--- config.mk ---
export PLATFORM = sky130hd
export DESIGN_NAME = sub64_arbiter_flat
export DESIGN_NICKNAME = d
export VERILOG_FILES = /design/src/rtl/sub64_arbiter_if.sv /design/src/rtl/sub64_arbiter.sv /design/src/flat_wrapper.sv
export SDC_FILE = /design/constraint.sdc
export NUM_CORES = 1
export LEC_CHECK = 0
export CELL_PAD_IN_SITES_DETAIL_PLACEMENT = 0
export CELL_PAD_IN_SITES_GLOBAL_PLACEMENT = 1
export CORE_MARGIN = 1.5
export CORE_UTILIZATION = 38
export CTS_BUF_LIST = sky130_fd_sc_hd__clkbuf_8
export CTS_CLUSTER_SIZE = 10
export DETAILED_ROUTE_END_ITERATION = 16
export PLACE_DENSITY = 0.82
export SLEW_MARGIN = 20
export SYNTH_ARGS = -nofsm -noshare
export SYNTH_HDL_FRONTEND = slang
export SYNTH_SLANG_ARGS = --single-unit
export TNS_END_PERCENT = 20
--- constraint.sdc ---
create_clock -name clk -period 4.3 [get_ports clk]
set_clock_uncertainty 0.1 [all_clocks]
set_input_delay 0.86 -clock clk [delete_from_list [all_inputs] [get_ports clk]]
set_output_delay 0.86 -clock clk [all_outputs]
set_load 0.1 [all_outputs]
--- src/rtl/sub64_arbiter_if.sv ---
// Request/response bundle for the shared 64-bit subtractor arbiter.
// The slave modport is the arbiter side; the master modport is the requester side.
interface sub64_arbiter_if #(
  parameter int unsigned WIDTH = 64
);
  logic [1:0]       req_valid;
  logic [1:0]       req_ready;
  logic [WIDTH-1:0] req_a0;
  logic [WIDTH-1:0] req_b0;
  logic [WIDTH-1:0] req_a1;
  logic [WIDTH-1:0] req_b1;
  logic [1:0]       rsp_valid;
  logic [1:0]       rsp_ready;
  logic [WIDTH-1:0] rsp_y;
  logic             rsp_zf;
  logic             rsp_sf;
  logic             rsp_of;
  logic             rsp_bw;
  logic             busy;

  modport slave (
    input  req_valid, req_a0, req_b0, req_a1, req_b1, rsp_ready,
    output req_ready, rsp_valid, rsp_y, rsp_zf, rsp_sf, rsp_of, rsp_bw, busy
  );

  modport master (
    output req_valid, req_a0, req_b0, req_a1, req_b1, rsp_ready,
    input  req_ready, rsp_valid, rsp_y, rsp_zf, rsp_sf, rsp_of, rsp_bw, busy
  );
endinterface

--- src/rtl/sub64_arbiter.sv ---
// Two-port round-robin arbiter and sequencer around one shared 64-bit subtractor.
// One operation in flight: IDLE accepts, EXEC computes and registers, DONE returns the result.
module sub64_arbiter #(
  parameter int unsigned WIDTH = 64
) (
  input  logic           clk,
  input  logic           rst_n,
  sub64_arbiter_if.slave bus_io
);

  typedef enum logic [1:0] {StIdle, StExec, StDone} state_e;

  state_e           state_q, state_d;
  logic             last_grant_q, last_grant_d;
  logic             owner_q, owner_d;
  logic [WIDTH-1:0] op_a_q, op_a_d;
  logic [WIDTH-1:0] op_b_q, op_b_d;
  logic [WIDTH-1:0] y_q, y_d;
  logic             zf_q, zf_d;
  logic             sf_q, sf_d;
  logic             of_q, of_d;
  logic             bw_q, bw_d;

  logic             gnt;
  logic             gnt_vld;
  logic             accept;
  logic             rsp_done;
  logic [WIDTH-1:0] diff;
  logic             borrow;

  // Extra top bit of the widened subtraction is the unsigned borrow.
  assign {borrow, diff} = {1'b0, op_a_q} - {1'b0, op_b_q};

  always_comb begin
    gnt_vld = 1'b0;
    gnt     = 1'b0;
    case (bus_io.req_valid)
      2'b01: begin
        gnt_vld = 1'b1;
        gnt     = 1'b0;
      end
      2'b10: begin
        gnt_vld = 1'b1;
        gnt     = 1'b1;
      end
      2'b11: begin
        gnt_vld = 1'b1;
        gnt     = ~last_grant_q;
      end
      default: begin
        gnt_vld = 1'b0;
        gnt     = 1'b0;
      end
    endcase
  end

  assign accept   = (state_q == StIdle) && |(bus_io.req_valid & bus_io.req_ready);
  assign rsp_done = (state_q == StDone) && bus_io.rsp_ready[owner_q];

  always_ff @(posedge clk) begin
    if (!rst_n) begin
      state_q      <= StIdle;
      last_grant_q <= 1'b1;
      owner_q      <= 1'b0;
      op_a_q       <= '0;
      op_b_q       <= '0;
      y_q          <= '0;
      zf_q         <= 1'b0;
      sf_q         <= 1'b0;
      of_q         <= 1'b0;
      bw_q         <= 1'b0;
    end else begin
      state_q      <= state_d;
      last_grant_q <= last_grant_d;
      owner_q      <= owner_d;
      op_a_q       <= op_a_d;
      op_b_q       <= op_b_d;
      y_q          <= y_d;
      zf_q         <= zf_d;
      sf_q         <= sf_d;
      of_q         <= of_d;
      bw_q         <= bw_d;
    end
  end

  always_comb begin
    state_d      = state_q;
    last_grant_d = last_grant_q;
    owner_d      = owner_q;
    op_a_d       = op_a_q;
    op_b_d       = op_b_q;
    y_d          = y_q;
    zf_d         = zf_q;
    sf_d         = sf_q;
    of_d         = of_q;
    bw_d         = bw_q;
    unique case (state_q)
      StIdle: begin
        if (accept) begin
          op_a_d       = gnt ? bus_io.req_a1 : bus_io.req_a0;
          op_b_d       = gnt ? bus_io.req_b1 : bus_io.req_b0;
          owner_d      = gnt;
          last_grant_d = gnt;
          state_d      = StExec;
        end
      end
      StExec: begin
        y_d     = diff;
        zf_d    = (diff == '0);
        sf_d    = diff[WIDTH-1];
        of_d    = (op_a_q[WIDTH-1] != op_b_q[WIDTH-1]) && (diff[WIDTH-1] != op_a_q[WIDTH-1]);
        bw_d    = borrow;
        state_d = StDone;
      end
      StDone: begin
        if (rsp_done) begin
          state_d = StIdle;
        end
      end
      default: state_d = StIdle;
    endcase
  end

  always_comb begin
    bus_io.req_ready = 2'b00;
    bus_io.rsp_valid = 2'b00;
    bus_io.busy      = 1'b0;
    unique case (state_q)
      StIdle: begin
        if (rst_n && gnt_vld) begin
          bus_io.req_ready[gnt] = 1'b1;
        end
      end
      StExec: bus_io.busy = 1'b1;
      StDone: begin
        bus_io.busy               = 1'b1;
        bus_io.rsp_valid[owner_q] = 1'b1;
      end
      default: bus_io.busy = 1'b0;
    endcase
  end

  assign bus_io.rsp_y  = y_q;
  assign bus_io.rsp_zf = zf_q;
  assign bus_io.rsp_sf = sf_q;
  assign bus_io.rsp_of = of_q;
  assign bus_io.rsp_bw = bw_q;

endmodule

--- src/flat_wrapper.sv ---
// flat-port wrapper written by rule: the top's interface ports become plain ports
module sub64_arbiter_flat 
#(
  parameter int unsigned WIDTH = 64
)
  (clk, rst_n, bus_io_req_valid, bus_io_req_a0, bus_io_req_b0, bus_io_req_a1, bus_io_req_b1, bus_io_rsp_ready, bus_io_req_ready, bus_io_rsp_valid, bus_io_rsp_y, bus_io_rsp_zf, bus_io_rsp_sf, bus_io_rsp_of, bus_io_rsp_bw, bus_io_busy);
  sub64_arbiter_if #(.WIDTH(WIDTH)) bus_io_i ();
  input  logic clk;
  input  logic rst_n;
  input wire logic [$bits(bus_io_i.req_valid)-1:0] bus_io_req_valid;
  input wire logic [$bits(bus_io_i.req_a0)-1:0] bus_io_req_a0;
  input wire logic [$bits(bus_io_i.req_b0)-1:0] bus_io_req_b0;
  input wire logic [$bits(bus_io_i.req_a1)-1:0] bus_io_req_a1;
  input wire logic [$bits(bus_io_i.req_b1)-1:0] bus_io_req_b1;
  input wire logic [$bits(bus_io_i.rsp_ready)-1:0] bus_io_rsp_ready;
  output wire logic [$bits(bus_io_i.req_ready)-1:0] bus_io_req_ready;
  output wire logic [$bits(bus_io_i.rsp_valid)-1:0] bus_io_rsp_valid;
  output wire logic [$bits(bus_io_i.rsp_y)-1:0] bus_io_rsp_y;
  output wire logic [$bits(bus_io_i.rsp_zf)-1:0] bus_io_rsp_zf;
  output wire logic [$bits(bus_io_i.rsp_sf)-1:0] bus_io_rsp_sf;
  output wire logic [$bits(bus_io_i.rsp_of)-1:0] bus_io_rsp_of;
  output wire logic [$bits(bus_io_i.rsp_bw)-1:0] bus_io_rsp_bw;
  output wire logic [$bits(bus_io_i.busy)-1:0] bus_io_busy;
  assign bus_io_i.req_valid = bus_io_req_valid;
  assign bus_io_i.req_a0 = bus_io_req_a0;
  assign bus_io_i.req_b0 = bus_io_req_b0;
  assign bus_io_i.req_a1 = bus_io_req_a1;
  assign bus_io_i.req_b1 = bus_io_req_b1;
  assign bus_io_i.rsp_ready = bus_io_rsp_ready;
  assign bus_io_req_ready = bus_io_i.req_ready;
  assign bus_io_rsp_valid = bus_io_i.rsp_valid;
  assign bus_io_rsp_y = bus_io_i.rsp_y;
  assign bus_io_rsp_zf = bus_io_i.rsp_zf;
  assign bus_io_rsp_sf = bus_io_i.rsp_sf;
  assign bus_io_rsp_of = bus_io_i.rsp_of;
  assign bus_io_rsp_bw = bus_io_i.rsp_bw;
  assign bus_io_busy = bus_io_i.busy;
  sub64_arbiter #(.WIDTH(WIDTH)) u_core (.clk(clk), .rst_n(rst_n), .bus_io(bus_io_i));
endmodule
==> metrics.txt <==
slowest CP cell a2111oi_1; CP dominant cell by count o21ai_1; Placed Area 17300 sq um; post-DP HPWL 34700 um; clock buffer depth 2; Worst-Margin Slew 1.07 ns; Fin. Hold Viols 0; insertion delay to the later sink of the worst-skew pair 0.49 ns; CP endpoint kind flip-flop; pre-CTS setup slack 0.107 ns; setup TNS 0 ns; Die Y 191 um; status finished, final reports clean; initial antenna violation count 0; Tmin final 4.04 ns; Layout Nets 2274; drt wl/cell 18.1 um; CTS tree done; Vias/cell 5.46; vias in the first global route 12.6k; YS warnings 0; worst path cell trace inv_1 > ha_1 > a21oi_1 > o21ai_1 > a211oi_1 > o211ai_1 > a2111oi_1 > buf_4 > o21ba_2 > o22ai_1 > nor4_1 > and4b_1 > nand4_1 > o21ai_1; static leakage 6.79 nW; Setup Crit Path Kind flip-flop to flip-flop; WP data required 4.63 ns; final WL 43600 um; CTS Sinks 199; total CTS buffers 17; number of synthesized flops with an enable pin 0; drt first pass iters 6; proportion of layout cells with a drive suffix above 1 5.42%; RSZ-0062 raised after global routing false; Critical Path Fanout Max 8; n_diodes 0; ANT nets after route 0; # IOs 335; FFs w/ async S/R, synth 0%; Root Buffer clkbuf_8; Initial Utilization 38.7%; Post-Syn Area 13400 sq um; Hold Crit Class flip-flop to flip-flop; total global routing overflow 0; Via Count 13.2k; fin crit share 94.0%; Max VDD drop 0.639 mV; Max-slew headroom 28.3%; port buffer count 334; DIE AREA 36500 sq um; Netlist cell types 92; synthesis-stage register bit count 199; area growth from synthesis to layout 31.8%; Setup Viol. Count Final 0; Mapped Avg Cell Area 8.05 sq um; maximum clock rate 0.247 GHz; cell count after synthesis 1669; MaxCap Viol Count 0; syn_nets 2000; pwr/cell area 777 nW/um^2; Die W 191 um; DR iter-0 viols 718; Seq/Total Area, Yosys 29.6%; Slew Limit Fails 0; ys flop type dfxtp_1; htree depth 4; worst setup margin 0.259 ns; GR Util All Layers 23.4%; Reg clk slew, reported paths 0.12 ns; Std-Cell Core Area 34700 sq um; fin area 17700 sq um; largest net degree at the start of global routing 95; CP arrival 4.37 ns; post-route total power 13.8 mW; RD Place Congestion 0.912; first-pass GRT wire length 67700 um; DRC violations left 0; Max stage delay on crit path 0.57 ns; Startpoint Class flip-flop; site row count 68
==> worst max-delay path: cells and delay by family (launching register included) <==
family	cells	cell delay, ns
AOI/OAI and AO/OA	8	2.05
and+or+nand+nor	3	0.78
adders and majority gates	1	0.41
DFF	1	0.35
buffers and inverters	2	0.28
==> final timing paths <==
kind         slack [ns]                              endpoint  cells past startpoint                                 start
min                0.37  u_core.bus_io.rsp_y[25]$_SDFFE_PN0N_                      2  u_core.bus_io.rsp_y[25]$_SDFFE_PN0N_
max                0.26     u_core.bus_io.rsp_zf$_SDFFE_PN0N_                     14        u_core.op_b_q[36]$_SDFFE_PN0P_
min reg2reg        0.37  u_core.bus_io.rsp_y[25]$_SDFFE_PN0N_                      2  u_core.bus_io.rsp_y[25]$_SDFFE_PN0N_
max reg2reg        0.26     u_core.bus_io.rsp_zf$_SDFFE_PN0N_                     14        u_core.op_b_q[36]$_SDFFE_PN0P_
==> layout make-up <==
class	count	area, sq um
Clock buffer	17	234
Clock inverter	15	176
Fill cell	3409	17000
Inverter	87	332
Multi-Input combinational cell	1268	8720
Sequential cell	199	3980
Tap cell	455	569
Timing Repair Buffer	370	3700
==> repair_timing <==
| action | CTS | global route |
|---|---|---|
| gates resized for setup | 0 | 4 |
| setup buffers | 0 | 0 |
| setup endpoints to repair | 0 | 1 |
| hold buffers | 0 | 0 |
==> state kept, by name, indices dropped and copies added (netlist names) <==
signal	flops
u_core.bus_io.rsp_zf	1
u_core.last_grant_q	1
u_core.owner_q	1
u_core.bus_io.rsp_y	64
u_core.bus_io.rsp_bw	1
u_core.bus_io.rsp_of	1
u_core.state_q	2
u_core.op_b_q	64
u_core.op_a_q	64
==> power by group <==
part / switching (mW) / internal, mW
Combinational: 6.55 / 3.24
Sequential: 0.324 / 2.37
Clock: 0.829 / 0.452
==> cells in the final DEF, fill, tap and decap left out, types with 7 or more instances in the layout <==
master and count:
o31ai_1 10, nor3_1 26, buf_4 31, ha_1 67
o21ai_0 50, nor2b_1 18, a211oi_1 143, o21bai_1 13
a21oi_1 102, nor2_1 234, buf_12 7, o21a_1 25
nand3_1 27, a31oi_1 8, mux2i_1 171, inv_1 86
xor2_1 14, o21ai_1 9, a21boi_0 7, a21o_1 19
dfxtp_1 199, nor4_1 17, clkbuf_8 17, or3_1 10
and2_1 15, nand2_1 90, nand4_1 29, xnor2_1 28
and3_1 10, and4_1 7, clkdlybuf4s50_1 332, o211ai_1 12
==> synthesized netlist by cell type (7+ instances only) <==
| cell type | instances | area [sq um] |
|---|---|---|
| and2_1 | 15 | 93.8 |
| nand4_1 | 29 | 181 |
| or3_1 | 11 | 68.8 |
| and3_1 | 10 | 62.6 |
| o21ai_0 | 50 | 250 |
| buf_1 | 23 | 86.3 |
| o21bai_1 | 13 | 97.6 |
| nor2_1 | 234 | 878 |
| mux2i_1 | 171 | 1710 |
| xor2_1 | 14 | 123 |
| nor2b_1 | 18 | 113 |
| nand2_1 | 90 | 338 |
| buf_2 | 10 | 50.1 |
| and4_1 | 7 | 61.3 |
| nand3_1 | 27 | 135 |
| o21ai_1 | 10 | 50.1 |
| clkbuf_1 | 80 | 300 |
| ha_1 | 68 | 851 |
| o211ai_1 | 12 | 90.1 |
| a31oi_1 | 8 | 50.1 |
| a211oi_1 | 143 | 1070 |
| a21boi_0 | 7 | 52.6 |
| a21o_1 | 19 | 143 |
| xnor2_1 | 28 | 245 |
| o31ai_1 | 10 | 75.1 |
| dfxtp_1 | 199 | 3980 |
| a21oi_1 | 102 | 510 |
| inv_1 | 86 | 323 |
| nor4_1 | 17 | 106 |
| nor3_1 | 26 | 130 |
| o21a_1 | 25 | 188 |
==> routing by layer <==
metal  GRT usage (%)  part of all wire, %
met2            38.4                   46
met3            3.87                  6.3
met4            5.65                  1.6
met1            31.8                   47
met5               0                    0
==> cells by family (layout without fill, tap and decap cells) <==
logic type,count (synthesis),after routing,share of synthesized area [%]
and+or+nand+nor,517,517,18.2
AOI/OAI and AO/OA,468,468,24.3
buffers and inverters,202,489,5.82
DFF,199,199,29.6
muxes,172,172,12.8
adders and majority gates,69,69,6.48
xor gates and xnor gates,42,42,2.74
==> per-stage QoR <==
| stage | instances | hold slack (ns) | util, % |
|---|---|---|---|
| 6_report | 2411 | 0.373 | 51.0 |
| 5_1_grt | 2411 | 0.409 | 51.0 |
| 4_1_cts | 2411 | 0.379 | 51.0 |
| 3_5_place_dp | 2379 | 0.362 | 49.8 |
| 3_3_place_gp | 2379 | 0.352 | 49.8 |
| 2_1_floorplan | 1669 | 0.378 | - |
(Power assumes the default switching activity.)
